### src/rtl/if_fetch_ctrl_if.sv
// Instruction-memory read bus between the fetch controller and imem.
// The master raises imem_req with a stable imem_addr until imem_ack pulses;
// imem_rdata is only meaningful in the ack cycle.
interface if_fetch_ctrl_if #(
    parameter int DATA_W = 32
);
    logic              imem_req;
    logic [31:0]       imem_addr;
    logic              imem_ack;
    logic [DATA_W-1:0] imem_rdata;

    modport master (
        output imem_req,
        output imem_addr,
        input  imem_ack,
        input  imem_rdata
    );

    modport slave (
        input  imem_req,
        input  imem_addr,
        output imem_ack,
        output imem_rdata
    );
endinterface

### src/rtl/if_fetch_ctrl.sv
// Instruction-fetch controller.
// Reads the PC register output, drives its next value/enable, runs the
// req/ack imem read and hands fetched words to the IF/ID boundary through a
// one-entry skid buffer. Branch redirects flush the IF/ID slot and the skid;
// a request already in flight at a redirect is completed and its data dropped.
module if_fetch_ctrl #(
    parameter logic [31:0] RESET_VECTOR = 32'h0000_0000,
    parameter int          DATA_W       = 32
) (
    input  logic              clk,
    input  logic              rst_n,
    input  logic [31:0]       i_pc_in,
    output logic [31:0]       o_pc_next,
    output logic              o_pc_en,
    if_fetch_ctrl_if.master   imem,
    input  logic              i_branch_taken,
    input  logic [31:0]       i_branch_target,
    input  logic              i_stall_id,
    output logic [DATA_W-1:0] o_if_id_instr,
    output logic [31:0]       o_if_id_pc4,
    output logic              o_if_id_valid
);

    typedef enum logic [2:0] {
        S_INIT  = 3'd0,
        S_ISSUE = 3'd1,
        S_WAIT  = 3'd2,
        S_SKID  = 3'd3,
        S_FLUSH = 3'd4
    } state_t;

    state_t            r_state;
    logic [31:0]       r_addr_q;
    logic              r_if_id_valid;
    logic [DATA_W-1:0] r_if_id_instr;
    logic [31:0]       r_if_id_pc4;
    logic              r_skid_valid;
    logic [DATA_W-1:0] r_skid_instr;
    logic [31:0]       r_skid_pc4;

    state_t            w_state_next;
    logic [31:0]       w_fetch_addr;
    logic [31:0]       w_fetch_pc4;
    logic              w_slot_free;
    logic              w_pc_en;
    logic [31:0]       w_pc_next;
    logic              w_req;
    logic [31:0]       w_addr;
    logic              w_capture_addr;
    logic              w_flush_slots;
    logic              w_load_if_id;
    logic              w_drain_skid;
    logic              w_load_skid;

    // In ISSUE the address comes straight from the PC; afterwards it is held in addr_q.
    assign w_fetch_addr = (r_state == S_ISSUE) ? i_pc_in : r_addr_q;
    assign w_fetch_pc4  = w_fetch_addr + 32'd4;
    assign w_slot_free  = !r_if_id_valid || !i_stall_id;

    // Next-state and output decode; a branch outranks ack and skid drain.
    always_comb begin
        w_state_next   = r_state;
        w_pc_en        = 1'b0;
        w_pc_next      = w_fetch_pc4;
        w_req          = 1'b0;
        w_addr         = r_addr_q;
        w_capture_addr = 1'b0;
        w_flush_slots  = 1'b0;
        w_load_if_id   = 1'b0;
        w_drain_skid   = 1'b0;
        w_load_skid    = 1'b0;

        case (r_state)
            S_INIT: begin
                // Redirects are ignored here: the PC is being seeded.
                w_pc_en      = 1'b1;
                w_pc_next    = RESET_VECTOR;
                w_state_next = S_ISSUE;
            end

            S_ISSUE, S_WAIT: begin
                w_req          = 1'b1;
                w_addr         = w_fetch_addr;
                w_capture_addr = (r_state == S_ISSUE);
                if (i_branch_taken) begin
                    w_pc_en       = 1'b1;
                    w_pc_next     = i_branch_target;
                    w_flush_slots = 1'b1;
                    // Without an ack the request is still outstanding and must be drained.
                    w_state_next  = imem.imem_ack ? S_ISSUE : S_FLUSH;
                end else if (imem.imem_ack) begin
                    w_pc_en   = 1'b1;
                    w_pc_next = w_fetch_pc4;
                    if (w_slot_free) begin
                        w_load_if_id = 1'b1;
                        w_state_next = S_ISSUE;
                    end else begin
                        w_load_skid  = 1'b1;
                        w_state_next = S_SKID;
                    end
                end else begin
                    w_state_next = S_WAIT;
                end
            end

            S_SKID: begin
                if (i_branch_taken) begin
                    w_pc_en       = 1'b1;
                    w_pc_next     = i_branch_target;
                    w_flush_slots = 1'b1;
                    w_state_next  = S_ISSUE;
                end else if (r_skid_valid && !i_stall_id) begin
                    w_drain_skid = 1'b1;
                    w_state_next = S_ISSUE;
                end
            end

            S_FLUSH: begin
                // The stale request stays on the bus until it completes.
                w_req = 1'b1;
                if (i_branch_taken) begin
                    w_pc_en       = 1'b1;
                    w_pc_next     = i_branch_target;
                    w_flush_slots = 1'b1;
                    w_state_next  = imem.imem_ack ? S_ISSUE : S_FLUSH;
                end else if (imem.imem_ack) begin
                    w_state_next = S_ISSUE;
                end
            end

            default: begin
                w_state_next = S_INIT;
            end
        endcase

        // Nothing leaves the block while reset is asserted.
        if (!rst_n) begin
            w_pc_en = 1'b0;
            w_req   = 1'b0;
        end
    end

    // State, latched fetch address, IF/ID slot and skid buffer.
    always_ff @(posedge clk) begin
        if (!rst_n) begin
            r_state       <= S_INIT;
            r_addr_q      <= 32'd0;
            r_if_id_valid <= 1'b0;
            r_if_id_instr <= '0;
            r_if_id_pc4   <= 32'd0;
            r_skid_valid  <= 1'b0;
            r_skid_instr  <= '0;
            r_skid_pc4    <= 32'd0;
        end else begin
            r_state <= w_state_next;
            if (w_capture_addr) begin
                r_addr_q <= i_pc_in;
            end
            if (w_flush_slots) begin
                r_if_id_valid <= 1'b0;
                r_skid_valid  <= 1'b0;
            end else if (w_load_if_id) begin
                r_if_id_instr <= imem.imem_rdata;
                r_if_id_pc4   <= w_fetch_pc4;
                r_if_id_valid <= 1'b1;
            end else if (w_drain_skid) begin
                r_if_id_instr <= r_skid_instr;
                r_if_id_pc4   <= r_skid_pc4;
                r_if_id_valid <= 1'b1;
                r_skid_valid  <= 1'b0;
            end else if (w_load_skid) begin
                // ID is stalled on the current word; park the new one.
                r_skid_instr <= imem.imem_rdata;
                r_skid_pc4   <= w_fetch_pc4;
                r_skid_valid <= 1'b1;
            end else if (r_if_id_valid && !i_stall_id) begin
                r_if_id_valid <= 1'b0;
            end
        end
    end

    assign o_pc_en        = w_pc_en;
    assign o_pc_next      = w_pc_next;
    assign imem.imem_req  = w_req;
    assign imem.imem_addr = w_addr;
    assign o_if_id_instr  = r_if_id_instr;
    assign o_if_id_pc4    = r_if_id_pc4;
    assign o_if_id_valid  = r_if_id_valid;

endmodule

### src/flat_wrapper.sv
// flat-port wrapper written by rule: the top's interface ports become plain ports
module if_fetch_ctrl_flat 
#(
    parameter logic [31:0] RESET_VECTOR = 32'h0000_0000,
    parameter int          DATA_W       = 32
)
  (clk, rst_n, i_pc_in, o_pc_next, o_pc_en, i_branch_taken, i_branch_target, i_stall_id, o_if_id_instr, o_if_id_pc4, o_if_id_valid, imem_imem_req, imem_imem_addr, imem_imem_ack, imem_imem_rdata);
  if_fetch_ctrl_if #(.DATA_W(DATA_W)) imem_i ();
  input  logic clk;
  input  logic rst_n;
  input  logic [31:0] i_pc_in;
  output logic [31:0] o_pc_next;
  output logic o_pc_en;
  input  logic i_branch_taken;
  input  logic [31:0] i_branch_target;
  input  logic i_stall_id;
  output logic [DATA_W-1:0] o_if_id_instr;
  output logic [31:0] o_if_id_pc4;
  output logic o_if_id_valid;
  output wire logic [$bits(imem_i.imem_req)-1:0] imem_imem_req;
  output wire logic [$bits(imem_i.imem_addr)-1:0] imem_imem_addr;
  input wire logic [$bits(imem_i.imem_ack)-1:0] imem_imem_ack;
  input wire logic [$bits(imem_i.imem_rdata)-1:0] imem_imem_rdata;
  assign imem_imem_req = imem_i.imem_req;
  assign imem_imem_addr = imem_i.imem_addr;
  assign imem_i.imem_ack = imem_imem_ack;
  assign imem_i.imem_rdata = imem_imem_rdata;
  if_fetch_ctrl #(.RESET_VECTOR(RESET_VECTOR), .DATA_W(DATA_W)) u_core (.clk(clk), .rst_n(rst_n), .i_pc_in(i_pc_in), .o_pc_next(o_pc_next), .o_pc_en(o_pc_en), .imem(imem_i), .i_branch_taken(i_branch_taken), .i_branch_target(i_branch_target), .i_stall_id(i_stall_id), .o_if_id_instr(o_if_id_instr), .o_if_id_pc4(o_if_id_pc4), .o_if_id_valid(o_if_id_valid));
endmodule
### config.mk
export PLATFORM = sky130hd
export DESIGN_NAME = if_fetch_ctrl_flat
export DESIGN_NICKNAME = d
export VERILOG_FILES = /design/src/rtl/if_fetch_ctrl_if.sv /design/src/rtl/if_fetch_ctrl.sv /design/src/flat_wrapper.sv
export SDC_FILE = /design/constraint.sdc
export NUM_CORES = 1
export LEC_CHECK = 0
export ABC_AREA = 1
export CORE_UTILIZATION = 40
export CTS_CLUSTER_SIZE = 10
export DETAILED_ROUTE_END_ITERATION = 7
export PLACE_DENSITY = 0.68
export SLEW_MARGIN = 20
export SYNTH_ARGS = -nofsm -noshare
export SYNTH_HDL_FRONTEND = slang
export SYNTH_SLANG_ARGS = --single-unit
### constraint.sdc
create_clock -name clk -period 6.35 [get_ports clk]
set_input_delay 1.27 -clock clk [delete_from_list [all_inputs] [get_ports clk]]
set_output_delay 1.27 -clock clk [all_outputs]
set_load 0.01 [all_outputs]
-- Word-level counts from Yosys, hierarchy flattened
Cells that the tools add are included.
- register bits: 165
- bits of input ports: 101
- output and inout port bits: 131
- logic and storage cells: 82
- add/subtract/negate cells: 1
- equality and inequality tests: 7
- muxes and demuxes: 43
- bitwise logic cells: 4
- reduce and logical (&&, ||, !) cells: 19
- operators with widths (operator ; count):
    two-way mux 32 bit ; 7
    case mux 32 bit (2 select lines) ; 1
    adder 32 x 3 -> 32 bit (second input constant) ; 1
    two-way mux 1 bit ; 25
    two-way mux 3 bit ; 6
    case mux 3 bit (4 select lines) ; 1
    AND reduction 2 bit ; 4
    equality test 3 x 2 -> 1 bit (second input constant) ; 2
    OR reduction 2 bit ; 3
    two-way mux 2 bit ; 2
    inverter 1 bit ; 4
    AND reduction 4 bit ; 1
    nonzero test 2 bit ; 2
    OR reduction 4 bit ; 1
    equality test 3 x 1 -> 1 bit (second input constant) ; 1
    equality test 3 bit (second input constant) ; 1
    logical NOT 3 bit ; 1
    != test 3 x 1 -> 1 bit (second input constant) ; 1
    != test 3 x 2 -> 1 bit (second input constant) ; 1
    != test 3 bit (second input constant) ; 1
    case mux 1 bit (3 select lines) ; 1
    nonzero test 3 bit ; 1
    OR reduction 3 bit ; 1
    logical AND 1 bit ; 2
    other kinds (2) ; 3

-- Longest topological paths before layout
- depth after elaboration: 9
- mapped depth: 17
- mapped depth without buffers: 15

-- Worst setup path before layout
Ideal clock, no wire load.
- path type: input to output
- start: input port i_pc_in[3]
- end: output port o_pc_next[22]
- arrival: 2.583 ns
- setup slack: 2.497 ns
- cell stages on the path: 11
- cells stage by stage: nand3_1 > nand2_4 > ha_1 > nand2_2 > nor2_2 > nand2_2 > nor2_4 > nand2_1 > nand2_1 > nand2_1 > a22oi_1
- longest elaborated chain between the ends: 4
- ends and longest elaborated chain (element ; RTL line ; RTL):
    from (decl) ; flat_wrapper.sv:11 ; input logic [31:0] i_pc_in;
    two-way mux 32 bit * ; if_fetch_ctrl.sv:56 ; assign w_fetch_addr = (r_state == S_ISSUE) ? i_pc_in : r_addr_q;
    adder 32 x 3 -> 32 bit * ; if_fetch_ctrl.sv:57 ; assign w_fetch_pc4 = w_fetch_addr + 32'd4;
    two-way mux 32 bit ; if_fetch_ctrl.sv:85 ; if (i_branch_taken) begin
    case mux 32 bit (2 select lines) * ; if_fetch_ctrl.sv:73 ; case (r_state)
    to (decl) ; flat_wrapper.sv:12 ; output logic [31:0] o_pc_next;
Every way passes the cells marked *; elsewhere a longest branch is shown, timed or not.

-- Final worst setup path
- start: register u_core.r_state[1]
- end: output port o_pc_next[22]
- longest elaborated chain between the ends: 5
- ends and longest elaborated chain (element ; RTL line ; RTL):
    from (decl) ; if_fetch_ctrl.sv:32 ; state_t r_state;
    from (signal assigned) ; if_fetch_ctrl.sv:155 ; r_state <= w_state_next;
    equality test 3 x 1 -> 1 bit ; if_fetch_ctrl.sv:56, if_fetch_ctrl.sv:73 ;
    two-way mux 32 bit ; if_fetch_ctrl.sv:56 ;
    adder 32 x 3 -> 32 bit ; if_fetch_ctrl.sv:57 ;
    two-way mux 32 bit ; if_fetch_ctrl.sv:85 ;
    case mux 32 bit (2 select lines) * ; if_fetch_ctrl.sv:73 ;
Marked as above.

==> flow_results.xml <==
<?xml version="1.0" encoding="UTF-8"?>
<metrics>
  <group name="floorplan">
    <metric name="initial_core_util" unit="">0.411</metric>
    <metric name="num_rows" unit="">53</metric>
    <metric name="die_area" unit="sq um">22400</metric>
    <metric name="die-height" unit="um">150</metric>
    <metric name="coreArea" unit="sq um">21200</metric>
    <metric name="io_pins" unit="">232</metric>
    <metric name="chipWidth" unit="um">150</metric>
  </group>
  <group name="cts">
    <metric name="cts-buffers-inserted" unit="">17</metric>
    <metric name="htreeDepth" unit="">4</metric>
    <metric name="clock_tree.root_cell" unit="">clkbuf_16</metric>
    <metric name="clkTransAtPathRegs" unit="ps">80</metric>
    <metric name="cts.hold.buffers_added" unit="">0</metric>
    <metric name="post-cts-setup-buffers" unit="">0</metric>
    <metric name="insertion_delay" unit="ps">440</metric>
    <metric name="clock_path_buffers" unit="">2</metric>
    <metric name="postcts_resize_cnt" unit="">0</metric>
    <metric name="tritoncts_clock_tree" unit="">done</metric>
    <metric name="clkSinkCount" unit="">165</metric>
  </group>
  <group name="detailed_routing">
    <metric name="route.detailed.wl_per_inst" unit="um">17.6</metric>
    <metric name="num_vias" unit="">9551</metric>
    <metric name="postRouteWirelength" unit="um">31900</metric>
    <metric name="drt_first_pass_iters" unit="">5</metric>
    <metric name="antenna_violating_nets_post_route" unit="">0</metric>
    <metric name="detail_route.vias_per_cell" unit="">5.28</metric>
    <metric name="drt_iter0_markers" unit="">670</metric>
    <metric name="route.detailed.drc" unit="">0</metric>
  </group>
  <group name="status">
    <metric name="run_status" unit="">complete, no violations</metric>
  </group>
  <group name="pwr">
    <metric name="combinationalPowerShare" unit="">0.265</metric>
    <metric name="design_internal_power" unit="mW">1.98</metric>
    <metric name="power.share.switching" unit="">0.339</metric>
    <metric name="leakagePower" unit="nW">4.78</metric>
    <metric name="seqPwrFrac" unit="">0.373</metric>
    <metric name="power_per_cell_area" unit="nW/um^2">255</metric>
    <metric name="power.ir.vdd_worst" unit="V">0.000157</metric>
    <metric name="clock_power_share" unit="">0.362</metric>
    <metric name="switching_power_total" unit="mW">1.01</metric>
  </group>
  <group name="synthesis">
    <metric name="yosys.cell_types.count" unit="">38</metric>
    <metric name="synth_top_family_by_area" unit="">simple AND/OR/NAND/NOR gates</metric>
    <metric name="adder_cell_share_of_the_synthesized_area" unit="">0.00143</metric>
    <metric name="synth_sequential_area_ratio" unit="">0.378</metric>
    <metric name="post_synth_main_area_contributors" unit="">dfxtp_1 38%, nand2_1 12%, o21ai_0 11%, nor2_1 8.9%, nand3_1 5.0%</metric>
    <metric name="yosys-top-cells-count" unit="">284 x nand2_1, 208 x nor2_1, 185 x o21ai_0</metric>
    <metric name="synth_xor_xnor_area_share" unit="">0.00703</metric>
    <metric name="ys_async_sr_fraction" unit="">0</metric>
    <metric name="synth_compound_area_frac" unit="">0.183</metric>
    <metric name="synthSimpleGateAreaFrac" unit="">0.333</metric>
    <metric name="postSynthCellCount" unit="">1340</metric>
    <metric name="yosys_register_bits" unit="">165</metric>
    <metric name="yosys.cell_count.top_type" unit="">nand2_1</metric>
    <metric name="synth_top_cell_area_share" unit="">0.378</metric>
    <metric name="synth.area.mux_share" unit="">0</metric>
    <metric name="synth_area" unit="sq um">8730</metric>
    <metric name="avgSynthCellArea" unit="sq um">6.51</metric>
    <metric name="synth_nets" unit="">1442</metric>
    <metric name="synth_edf_count" unit="">0</metric>
    <metric name="yosys_warnings" unit="">0</metric>
    <metric name="ys.flop_type" unit="">dfxtp_1</metric>
    <metric name="synth.largest_area_cell" unit="">dfxtp_1</metric>
  </group>
  <group name="place">
    <metric name="placement.cell_area" unit="sq um">11100</metric>
    <metric name="hpwl_dp" unit="um">22100</metric>
    <metric name="place_ws" unit="ps">1230</metric>
    <metric name="globalplace.congestion" unit="">0.955</metric>
    <metric name="place.port_buffers" unit="">231</metric>
  </group>
  <group name="worst_setup_path">
    <metric name="worst-endpoint-required" unit="ps">5080</metric>
    <metric name="crit_path_end_kind" unit="">primary output</metric>
    <metric name="critPathLaunchType" unit="">flip-flop</metric>
    <metric name="cp_max_fo" unit="">51</metric>
    <metric name="criticalPathCategory" unit="">reg2out</metric>
    <metric name="startpoint" unit="">u_core.r_state[1]</metric>
    <metric name="path_cells" unit="">inv_2 &gt; nand3_4 &gt; o21ai_0 &gt; ha_1 &gt; nand2_2 &gt; nor2_2 &gt; nand2_2 &gt; nor2_4 &gt; nand2_1 &gt; nand2_1 &gt; nand2_1 &gt; a22oi_1 &gt; clkdlybuf4s50_1</metric>
    <metric name="r2r_start" unit="">u_core.r_state[1]</metric>
    <metric name="timing.critical_path.buf_inv" unit="">2</metric>
    <metric name="cpPeakStageDelay" unit="ps">650</metric>
    <metric name="worst-endpoint-arrival" unit="ps">4240</metric>
    <metric name="critical_path.slowest_cell" unit="">nand3_4</metric>
    <metric name="worst_path_most_repeated_cell" unit="">nand2_1</metric>
    <metric name="timing.critical_path.max_delay_family" unit="">simple AND/OR/NAND/NOR gates</metric>
  </group>
  <group name="global_routing">
    <metric name="largest_net_degree_at_the_start_of_global_routing" unit="">99</metric>
    <metric name="grt_util_all_layers" unit="">0.285</metric>
    <metric name="grt_pass1_wl" unit="um">48700</metric>
    <metric name="via_count_of_the_first_global_routing_pass" unit="">8838</metric>
    <metric name="global_route.overflow_total" unit="">0</metric>
    <metric name="number_of_antenna_violations_at_the_first_check_in_global_routing" unit="">2</metric>
  </group>
  <group name="timing">
    <metric name="hold_violations" unit="">0</metric>
    <metric name="whs" unit="ps">473</metric>
    <metric name="rsz_0062_raised_after_global_routing" unit="">no</metric>
    <metric name="fin_worst_skew" unit="ps">12.5</metric>
    <metric name="fmax" unit="MHz">181</metric>
    <metric name="finalWorstSetupSlack" unit="ps">837</metric>
    <metric name="setup_tns" unit="ps">0</metric>
    <metric name="timing.max_slew.rel_slack" unit="">0.290</metric>
    <metric name="final_max_slew_viol_count" unit="">0</metric>
    <metric name="finalSetupViolCount" unit="">0</metric>
    <metric name="final.min_clock_period" unit="ps">5510</metric>
    <metric name="tightestPinTransition" unit="ps">1060</metric>
    <metric name="layout_worst_path_cycle_share" unit="">0.868</metric>
  </group>
  <group name="finish">
    <metric name="synthToLayoutAreaGrowth" unit="%">34.1</metric>
    <metric name="post-route-cell-area" unit="sq um">11700</metric>
    <metric name="drive_gt1_frac" unit="">0.0756</metric>
    <metric name="fin_nets" unit="">1623</metric>
    <metric name="final.fill_count" unit="">2165</metric>
    <metric name="post-route-util" unit="">0.551</metric>
  </group>
  <group name="hold_path">
    <metric name="hold_path.startpoint" unit="">u_core.r_skid_instr[23]</metric>
    <metric name="hold_class" unit="">reg2reg</metric>
  </group>
  <group name="run">
    <metric name="cap_violations" unit="">0</metric>
  </group>
</metrics>
==> cell type report <==
class / instances / area [sq um] / share of cell area
diodes: 1 / 2.50 / 0.000214
clock buffers: 17 / 425 / 0.0364
clock inverters: 15 / 191 / 0.0164
inverters: 116 / 435 / 0.0372
multi-input cells: 976 / 4590 / 0.392
flip-flops and latches: 165 / 3300 / 0.282
well taps: 275 / 344 / 0.0294
repair buffers: 245 / 2410 / 0.206
==> flip-flops by register name (all words and copies together), names as in the netlist <==
signal,flops
u_core.r_addr_q,32
u_core.o_if_id_valid,1
u_core.o_if_id_instr,32
u_core.r_state,3
u_core.r_skid_valid,1
u_core.r_skid_pc4,32
u_core.r_skid_instr,32
u_core.o_if_id_pc4,32
==> final timing paths <==
kind / to / slack (ps) / cells past startpoint
hold / removal: u_core.o_if_id_instr[23] / 470 / 2
setup reg to reg: u_core.r_skid_pc4[16] / 2980 / 12
setup / recovery: o_pc_next[22] / 840 / 13
hold reg to reg: u_core.o_if_id_instr[23] / 470 / 2
==> cell usage in the layout (no fill, tap or decap), types with 6 or more instances in the layout <==
cell,count
clkdlybuf4s50_1,230
dfxtp_1,165
a21oi_1,51
nand2_2,31
clkbuf_16,17
nor2_1,208
nand2_1,283
nand4_1,9
xor2_1,7
a31oi_1,37
nor2_4,7
o21ai_0,185
nor2_2,14
nand3_1,88
nand2_4,6
inv_2,6
o21ai_1,16
inv_1,109
buf_4,14
nand3b_1,8
==> power by group through the flow <==
stage / clock network, mW / registers [mW] / logic [mW]
6_report: 1.08 / 1.12 / 0.791
5_1_grt: 1.13 / 1.12 / 0.854
4_1_cts: 1.09 / 1.12 / 0.788
3_5_place_dp: 0 / 1.14 / 0.781
3_3_place_gp: 0 / 1.14 / 0.780
2_1_floorplan: 0 / 1.14 / 0.403
==> stage by stage <==
stage,cells,total power [mW]
floorplan,1340,1.55
global placement,1777,1.92
detailed placement,1777,1.92
CTS,1809,2.99
global route,1810,3.11
finish,1810,2.99
==> cells by family (layout without fill, tap and decap cells) <==
group	Yosys count	after routing
xor gates and xnor gates	7	7
and+or+nand+nor	666	666
buffers and inverters	199	393
adders and majority gates	1	1
other	0	1
AOI/OAI and AO/OA	302	302
DFF	165	165
==> routing by layer <==
layer / GRT usage / vias to the layer above / share of wire
li1: - / 4691 / -
met5: 0 / - / 0.00041
met3: 0.0680 / 80 / 0.084
met2: 0.456 / 399 / 0.45
met1: 0.359 / 4379 / 0.43
met4: 0.138 / 2 / 0.039
==> worst min-delay path: stages, from the launching register on <==
cell and delay [ps]:
dfxtp_1 310, nand2_1 60, a31oi_1 70
(Power assumes the default switching activity.)
